`src/rtl/id_ex_stage.sv`:
```
// id_ex_stage: ID/EX pipeline register with load-use hazard detection.
// Registers the decoded control bundles and operands for EX. A dependent
// instruction behind a load gets a one-cycle bubble, and the instruction in
// ID is squashed on a taken branch or jump.
// Optional build macro: LOADUSE_PERF_EN enables the load-use bubble counter.
// When it is undefined, bubble_cnt is tied to zero.
module id_ex_stage #(
  parameter int DW = 32,
  parameter int RW = 5
) (
  input  logic          clk,
  input  logic          rst,
  input  logic [1:0]    WB_in,
  input  logic [1:0]    M_in,
  input  logic [3:0]    EX_in,
  input  logic [DW-1:0] pc4_in,
  input  logic [DW-1:0] rd1_in,
  input  logic [DW-1:0] rd2_in,
  input  logic [DW-1:0] imm_in,
  input  logic [RW-1:0] rs_in,
  input  logic [RW-1:0] rt_in,
  input  logic [RW-1:0] rd_in,
  input  logic          flush,
  input  logic          hold,
  output logic [1:0]    WB_out,
  output logic [1:0]    M_out,
  output logic [3:0]    EX_out,
  output logic [DW-1:0] pc4_out,
  output logic [DW-1:0] rd1_out,
  output logic [DW-1:0] rd2_out,
  output logic [DW-1:0] imm_out,
  output logic [RW-1:0] rs_out,
  output logic [RW-1:0] rt_out,
  output logic [RW-1:0] rd_out,
  output logic          valid_out,
  output logic          stall,
  output logic [15:0]   bubble_cnt
);

  logic [1:0]    r_wb;
  logic [1:0]    r_m;
  logic [3:0]    r_ex;
  logic [DW-1:0] r_pc4;
  logic [DW-1:0] r_rd1;
  logic [DW-1:0] r_rd2;
  logic [DW-1:0] r_imm;
  logic [RW-1:0] r_rs;
  logic [RW-1:0] r_rt;
  logic [RW-1:0] r_rd;
  logic          r_valid;

  logic          w_stall;
  logic          w_bubble;

  // A load sitting here whose destination matches either ID source needs a
  // bubble. A load to $0 never stalls because $0 is never written.
  assign w_stall  = r_valid & r_m[1] & (r_rt != '0) &
                    ((r_rt == rs_in) | (r_rt == rt_in));
  assign w_bubble = flush | w_stall;

  // Pipeline register: reset, then freeze, then bubble, then normal load.
  always_ff @(posedge clk) begin
    if (rst) begin
      r_wb    <= '0;
      r_m     <= '0;
      r_ex    <= '0;
      r_pc4   <= '0;
      r_rd1   <= '0;
      r_rd2   <= '0;
      r_imm   <= '0;
      r_rs    <= '0;
      r_rt    <= '0;
      r_rd    <= '0;
      r_valid <= 1'b0;
    end else if (!hold) begin
      r_pc4 <= pc4_in;
      r_rd1 <= rd1_in;
      r_rd2 <= rd2_in;
      r_imm <= imm_in;
      r_rs  <= rs_in;
      r_rt  <= rt_in;
      r_rd  <= rd_in;
      if (w_bubble) begin
        r_wb    <= '0;
        r_m     <= '0;
        r_ex    <= '0;
        r_valid <= 1'b0;
      end else begin
        r_wb    <= WB_in;
        r_m     <= M_in;
        r_ex    <= EX_in;
        r_valid <= 1'b1;
      end
    end
  end

`ifdef LOADUSE_PERF_EN
  logic [15:0] r_bubble_cnt;

  // Count only bubbles caused by load-use stalls. A flush that lands in the
  // same cycle still counts once. The counter saturates at all-ones.
  always_ff @(posedge clk) begin
    if (rst) begin
      r_bubble_cnt <= '0;
    end else if (!hold && w_stall && (r_bubble_cnt != 16'hFFFF)) begin
      r_bubble_cnt <= r_bubble_cnt + 16'd1;
    end
  end

  assign bubble_cnt = r_bubble_cnt;
`else
  assign bubble_cnt = 16'd0;
`endif

  assign WB_out    = r_wb;
  assign M_out     = r_m;
  assign EX_out    = r_ex;
  assign pc4_out   = r_pc4;
  assign rd1_out   = r_rd1;
  assign rd2_out   = r_rd2;
  assign imm_out   = r_imm;
  assign rs_out    = r_rs;
  assign rt_out    = r_rt;
  assign rd_out    = r_rd;
  assign valid_out = r_valid;
  assign stall     = w_stall;

endmodule
```
`config.mk`:
```
export PLATFORM = sky130hd
export DESIGN_NAME = id_ex_stage
export DESIGN_NICKNAME = d
export VERILOG_FILES = /design/src/rtl/id_ex_stage.sv
export SDC_FILE = /design/constraint.sdc
export NUM_CORES = 1
export LEC_CHECK = 0
export BUFFER_PORTS_ARGS = -buffer_cell sky130_fd_sc_hd__clkbuf_2
export CORE_MARGIN = 2
export CORE_UTILIZATION = 29
export DETAILED_ROUTE_END_ITERATION = 8
export PLACE_DENSITY = 0.63
export SLEW_MARGIN = 20
export SYNTH_ARGS = -nofsm -noshare
export SYNTH_HDL_FRONTEND = slang
export SYNTH_SLANG_ARGS = --single-unit
```
`constraint.sdc`:
```
create_clock -name clk -period 2.2 [get_ports clk]
set_clock_uncertainty 0.15 [all_clocks]
set_input_delay 0.44 -clock clk [delete_from_list [all_inputs] [get_ports clk]]
set_output_delay 0.44 -clock clk [all_outputs]
set_load 0.02 [all_outputs]
```
== Word-level counts from Yosys, hierarchy flattened ==
Index checks and enable logic that the tools add are counted.

* Add/sub/neg operators: 0
* Multiply operators: 0
* Div/mod/pow operators: 0
* Magnitude comparators: 0
* Equality and inequality tests: 2
* Shift-type cells: 0
* Muxes and demuxes: 4
* Bitwise gates (word level): 5
* Reductions and logical operators: 1

{| class="wikitable"
|+ Operator list
! operator !! count
|-
| == test 5 bit || 2
|-
| nonzero test 5 bit || 1
|-
| 2-to-1 mux 2 bit || 2
|-
| 2-to-1 mux 4 bit || 1
|-
| AND 1 bit || 3
|-
| bitwise OR 1 bit || 2
|-
| 2-to-1 mux 1 bit || 1
|}

* Flip-flop bits (word level): 152
* Latch bits: 0
* RAM bits: 0
* Bits in read-only memories: 0
* Input bits: 155
* Output and inout bits: 169
* Logic and storage cells: 23
* Memories kept: 0

== Longest topological paths before layout ==
Gate-level depths: netlist of run 1.

* Depth after elaboration: 5
* Gate-level depth with buffers: 5
* Mapped depth without buffers: 5

== Least setup slack after synthesis of run 1 ==
No wires, ideal clock.

* Kind: flip-flop to output port
* From: reg r_rt[4], in the netlist rt_out[4]
* To: out stall
* Arrival: 1.329 ns
* Data required time: 1.610 ns
* Setup slack: 0.281 ns
* Stages on the path, launching flop included: 5
* Path buffers: 0
* Path through: dfxtp_1 -> xor2_1 -> nor3_2 -> nand3_2 -> a21oi_4

* Longest elaborated chain between the ends: 3
* Elaborated cells on any way between the ends: 6
* Classes of those cells: eq/ne (2); bitwise (3); reduce/logical (1)

{| class="wikitable"
|+ RTL lines
! item !! RTL line !! RTL
|-
| from (decl) || 48 || <nowiki>logic [RW-1:0] r_rt;</nowiki>
|-
| from (signal assigned) || 81 || <nowiki>r_rt <= rt_in;</nowiki>
|-
| == test 5 bit / nonzero test 5 bit (equally long branches) || 58, 57 ||
|-
| bitwise OR 1 bit / AND 1 bit (equally long branches) || 58, 57 ||
|-
| AND 1 bit (*) || 57 || <nowiki>assign w_stall = r_valid & r_m[1] & (r_rt != '0) &</nowiki>
|-
| to (decl) || 36 || <nowiki>output logic stall,</nowiki>
|}

Mark *: on every way between the ends. The rest lies on a longest branch, timed or not.

== Final worst setup path of run 1 ==
* From: reg r_rt[0], in the netlist rt_out[0]
* To: out stall

The elaborated chain is that of the path after synthesis.

==> qor.csv, run 1 <==
metric,value,unit
ys_seq_elements,152,
fin_setup_tns,-0.103,ns
via_per_inst,4.24,
met2_length,7660,microns
pre_cts_ws,0.158,ns
start_kind,flop,
dieArea,0.0207,sq mm
cap_violations,0,
critPathKind,flop to output pin,
fin_crit_sh,105,%
drt-met1-wl,6040,microns
grt_pass1_vias,4436,
slew_headroom,56.2,%
die_h,144,microns
final_common_cell,clkbuf_2,
synthFlopType,dfxtp_1,
drt_iter0_markers,117,
cellPowerDensity,836,mW/mm^2
via_count,4738,
setup-violations-final,1,
violations,negative setup slack,
fillers,1959,
crit_fanout,5,
overflow,0,
p_sw_share,27.8,%
netlist_instances,535,
p_clk_share,41.5,%
ys_seq_area_share,53.6,%
power_frac_comb,14.3,%
gp_congestion,0.786,
power.leakage,4.24,nW
antenna_found_initial,0,
rsz0062_at_grt,yes,
avgSynthCellArea,10.6,sq um
cts_tree,done,
core,0.0193,sq mm
cp-end-kind,output pin,
cts_buffers,17,
fmax,0.434,GHz
clock-root-buffer,clkbuf_16,
dp_hpwl,11400,microns
finalHoldViolCount,0,
routedWlPerCell,13.7,microns
cts_max_level,4,
initial_core_util,29.3,%
cp.arrival,1.71,ns
fp-row-count,51,
path_cells,or4_4 -> o211ai_2 -> a21oi_4 -> clkbuf_8,
die_x,144,microns
drcViolationCount,0,
routed-wl-met3,1380,microns
clk_pin_slew_worst_paths,0.07,ns
drt-total-wl,15300,microns
layout-drive-gt1-share,43.7,%
internal_power,4.91,mW
drtPass1Iterations,4,
maxSlewViolCount,0,
seq_power_share,44.2,%
synth_cell_types,18,
ys_warn_count,0,
path_buf_inv,1,
fin_nets,996,
slowest_stage,or4_4,
worstSkewPairLatency,0.41,ns
synth_edf_count,0,
grt_pass1_wl,22500,microns
layout_min_cycle_time,2.30,ns
timing.final.ws_setup,-0.103,ns
grt_use_total,14.1,%
vdd_ir_drop_max,0.479,mV
p_switching,1.89,mW
antenna-diode-count,0,
io_pins,324,
hold_path.class,primary input to flop,
crit_family,simple AND/OR/NAND/NOR gates,
grt_start_max_net_pins,56,
synthArstFlopShare,0,%
crit_required,1.61,ns
synthToLayoutAreaGrowth,43.5,%
critPathMaxStageDelay,0.51,ns
clock-sinks,152,
worstMarginPinSlew,0.658,ns
syn_area,0.00567,sq mm
ant_nets,0,
status,finished with violations,
port_buffers,307,
layout_common_cells,"clkbuf_2, dfxtp_1, nor2_1, mux2i_1, clkbuf_16",
cts_buffer_depth,2,
top_layer,met4,
-- cells in the mapped netlist, types with 4 or more instances --
master / count / area [sq um]
dfxtp_1: 152 / 3040
nand3b_1: 8 / 60.1
clkbuf_1: 19 / 71.3
mux2i_1: 143 / 1430
xor2_1: 6 / 52.6
o22ai_2: 9 / 113
nor2_1: 144 / 541
buf_4: 17 / 128
xnor2_1: 4 / 35.0
nand2_1: 9 / 33.8
buf_2: 15 / 75.1
-- final cells by class --
| cell class | instances | area (sq um) | area share [%] |
|---|---|---|---|
| Clock buffer | 17 | 425 | 5.23 |
| Clock inverter | 14 | 141 | 1.74 |
| Multi-Input combinational cell | 347 | 2410 | 29.6 |
| Sequential cell | 152 | 3050 | 37.5 |
| Tap cell | 265 | 332 | 4.07 |
| Timing Repair Buffer | 323 | 1780 | 21.8 |
-- flip-flops by register name (all words and copies together) (netlist names) --
| name | count |
|---|---|
| imm_out | 32 |
| pc4_out | 32 |
| rd1_out | 32 |
| rd2_out | 32 |
| rd_out | 5 |
| rs_out | 5 |
| rt_out | 5 |
| EX_out | 4 |
| M_out | 2 |
| WB_out | 2 |
| valid_out | 1 |
-- final timing paths --
check / start / to / slack (ns) / cells past startpoint
worst max-delay path: rt_out[0] / stall / -0.10 / 4
worst min-delay path: rd1_in[15] / rd1_out[15] / 0.10 / 3
worst max register to register: rt_out[4] / valid_out / 0.54 / 6
worst min register to register: WB_out[1] / WB_out[1] / 0.34 / 2
-- power groups by stage --
stage | sequential (mW) | combinational (mW) | clock (mW)
floorplan | 3.26 | 0.404 | 0
global placement | 3.06 | 0.973 | 0
detailed placement | 3.07 | 0.983 | 0
CTS | 3.00 | 0.988 | 2.93
global route | 3.02 | 1.06 | 3.04
finish | 3.00 | 0.975 | 2.82
-- cell families (layout without fill, tap and decap cells) --
family                 Yosys count  count (layout)  synth area share (%)
AO/OA/AOI/OAI                   11              11                  2.49
AND/OR/NAND/NOR                167             167                  12.2
XOR/XNOR                        10              10                  1.54
flip-flops                     152             152                  53.6
other                            1              16                0.0661
buffers and inverters           51             354                  4.83
multiplexers                   143             143                  25.2
-- worst register-to-register path: stages (launching register included) --
cell,delay [ns]
dfxtp_2,0.35
xor2_1,0.16
nor3_2,0.20
nand3_2,0.11
a21oi_4,0.23
buf_4,0.24
o22ai_2,0.08
-- stage by stage --
stage                     power, mW  std cells  utilization, %  cell area (sq um)  hold WS (ns)
after floorplan                3.66        550               -               5730         0.420
after global placement         4.03       1086            39.0               7550         0.323
after detailed placement       4.05       1086            39.0               7550         0.333
after CTS                      6.92       1118            42.1               8140        0.0781
after global routing           7.12       1118            42.1               8140        0.0843
final                          6.80       1118            42.1               8140         0.102
-- metal layers --
layer / vias to the layer above / track usage [%]
li1: 2367 / -
met1: 2172 / 15.6
met2: 188 / 24.4
met3: 11 / 4.80
met4: 0 / 6.04
met5: - / 0
-- timing repair --
item                       CTS  global route
setup endpoints to repair    1             1
resized for setup            6             1
hold buffers                 0             0
pin swaps                    2             1
setup buffers                1             0
Note: power is estimated with default switching activity, not from simulation.
==> run 2, diff against run 1 <==
--- a/config.mk
+++ b/config.mk
@@ -6,8 +6,8 @@
 export NUM_CORES = 1
 export LEC_CHECK = 0
 export BUFFER_PORTS_ARGS = -buffer_cell sky130_fd_sc_hd__clkbuf_2
-export CORE_MARGIN = 2
 export CORE_UTILIZATION = 29
+export CTS_BUF_LIST = sky130_fd_sc_hd__clkbuf_8
 export DETAILED_ROUTE_END_ITERATION = 8
 export PLACE_DENSITY = 0.63
 export SLEW_MARGIN = 20
==> qor.csv, run 2 (same netlist as run 1, synthesis figures left out) <==
metric,value,unit,change
cts_buffers,17,,unchanged
layout_common_cells,"clkbuf_2, dfxtp_1, nor2_1, mux2i_1, clkbuf_8",,
top_usage_layer,met2,,
violations,negative setup slack,,
p_clk_share,35.7,%,-5.8 points
postCtsHoldBufs,0,,unchanged
timing.final.ws_setup,-0.140,ns,-0.0378 ns
grt_use_total,14.7,%,+0.65 points
use_met2,25.1,%,+0.64 points
use_met3,5.70,%,+0.91 points
core,0.0190,sq mm,-2.0%
dieArea,0.0201,sq mm,-2.8%
antenna-diode-count,0,,unchanged
fin_crit_sh,106,%,+1.7 points
rsz0062_at_grt,yes,,
internal_power,4.39,mW,-11%
synthToLayoutAreaGrowth,40.2,%,
critPathKind,flop to output pin,,
dp_cells,1080,,-0.55%
worstSkewPairLatency,0.43,ns,+0.02 ns
initial_core_util,29.9,%,+0.59 points
drcViolationCount,0,,unchanged
die_h,142,microns,-1.4%
power_frac_comb,15.7,%,+1.4 points
cellPowerDensity,776,mW/mm^2,-7.1%
via_count,4686,,-1.1%
seq_power_share,48.6,%,+4.4 points
pre_cts_ws,0.114,ns,-0.0440 ns
layout_min_cycle_time,2.34,ns,+0.0378 ns
hold_path.class,primary input to flop,,
clk_pin_slew_worst_paths,0.10,ns,+0.03 ns
power.leakage,4.15,nW,-2.1%
worstMarginPinSlew,0.514,ns,-0.144 ns
cp-end-kind,output pin,,
cts_buffer_depth,2,,unchanged
crit_required,1.61,ns,about the same
fin_setup_tns,-0.140,ns,-0.0378 ns
cts_tree,done,,
worstSetupStartpoint,rt_out[1],,
r2r-start,rt_out[3],,
drt_iter0_markers,125,,+6.8%
grt_start_max_net_pins,61,,+8.9%
antenna_found_initial,0,,unchanged
die_x,142,microns,-1.4%
hp-start,imm_in[20],,
cap_violations,0,,unchanged
placed_cell_area,0.00750,sq mm,-0.68%
final_common_cell,clkbuf_2,,
finalHoldViolCount,0,,unchanged
grt_pass1_wl,22800,microns,+1.3%
status,finished with violations,,
fin_nets,996,,unchanged
fp-row-count,50,,-2.0%
gp_congestion,0.809,,+3.0%
start_kind,flop,,
final_cells,1114,,-0.36%
drtPass1Iterations,5,,+1
final_util,41.9,%,-0.15 points
clock-root-buffer,clkbuf_8,,
cp.arrival,1.75,ns,+0.04 ns
via_per_inst,4.21,,-0.74%
dp_hpwl,11100,microns,-2.3%
overflow,0,,unchanged
port_buffers,307,,unchanged
crit_fanout,2,,-3
io_pins,324,,unchanged
p_sw_share,28.9,%,+1.1 points
clock-sinks,152,,unchanged
setup-violations-final,1,,unchanged
vdd_ir_drop_max,0.323,mV,-33%
use_met1,16.7,%,+1.1 points
routedWlPerCell,13.4,microns,-1.8%
p_switching,1.79,mW,-5.6%
grt_pass1_vias,4497,,+1.4%
layout-drive-gt1-share,44.0,%,+0.30 points
fmax,0.427,GHz,-1.6%
maxSlewViolCount,0,,unchanged
final_area,0.00795,sq mm,-2.3%
slew_headroom,65.6,%,+9.5 points
ant_nets,0,,unchanged
cts_max_level,4,,unchanged
drt-total-wl,15000,microns,-2.2%
## run 2: cell count changes in the layout (fill, tap and decap cells not counted), sizes merged
cell	before	now
clkinvlp	3	4
clkinv	3	1
bufinv	1	2
buf	17	18
## run 2: layout make-up
| type | instances | area (sq um) |
|---|---|---|
| Clock buffer | 18 | 248 |
| Sequential cell | 152 | 3050 |
| Timing Repair Buffer | 323 | 1740 |
| Fill cell | 1898 | 11000 |
| Clock inverter | 14 | 163 |
| Multi-Input combinational cell | 347 | 2420 |
| Tap cell | 260 | 325 |
## run 2: per-stage QoR
| stage | total power, mW | hold slack [ns] |
|---|---|---|
| after floorplan | 3.66 | 0.420 |
| after detailed placement | 4.04 | 0.334 |
| after global placement | 4.03 | 0.324 |
| after CTS | 6.28 | 0.0351 |
| final | 6.17 | 0.0740 |
| after global routing | 6.51 | 0.0257 |
## run 2: repair_timing
action / in CTS / in global routing
hold endpoints to repair: 0 / 0
pin swaps: 2 / 3
setup buffers: 2 / 0
gates resized for setup: 6 / 5
setup endpoints to repair: 1 / 1
## run 2: power by group through the flow
| stage | sequential, mW | clock, mW | combinational, mW |
|---|---|---|---|
| detailed placement | 3.06 | 0 | 0.973 |
| finish | 3.00 | 2.20 | 0.967 |
| global placement | 3.06 | 0 | 0.966 |
| global route | 3.02 | 2.44 | 1.05 |
| floorplan | 3.26 | 0 | 0.404 |
| CTS | 3.00 | 2.30 | 0.979 |
## run 2: final timing paths
| path | endpoint | slack [ns] | cells past startpoint |
|---|---|---|---|
| worst min-delay path | imm_out[20] | 0.07 | 3 |
| worst max-delay path | stall | -0.14 | 4 |
| worst min register to register | EX_out[2] | 0.35 | 2 |
| worst max register to register | M_out[1] | 0.48 | 6 |
## run 2: layer usage
metal  part of all wire [%]  vias to the layer above
met3                    8.4                       16
met4                    1.6                        0
met1                     41                     2108
met5                      0                        -
li1                       -                     2361
met2                     49                      201
## run 2: worst max-delay path, stage by stage (launching register included)
cell and delay [ns]:
dfxtp_4 0.35, or4_4 0.55, o211ai_4 0.19, a21oi_4 0.08, buf_8 0.14
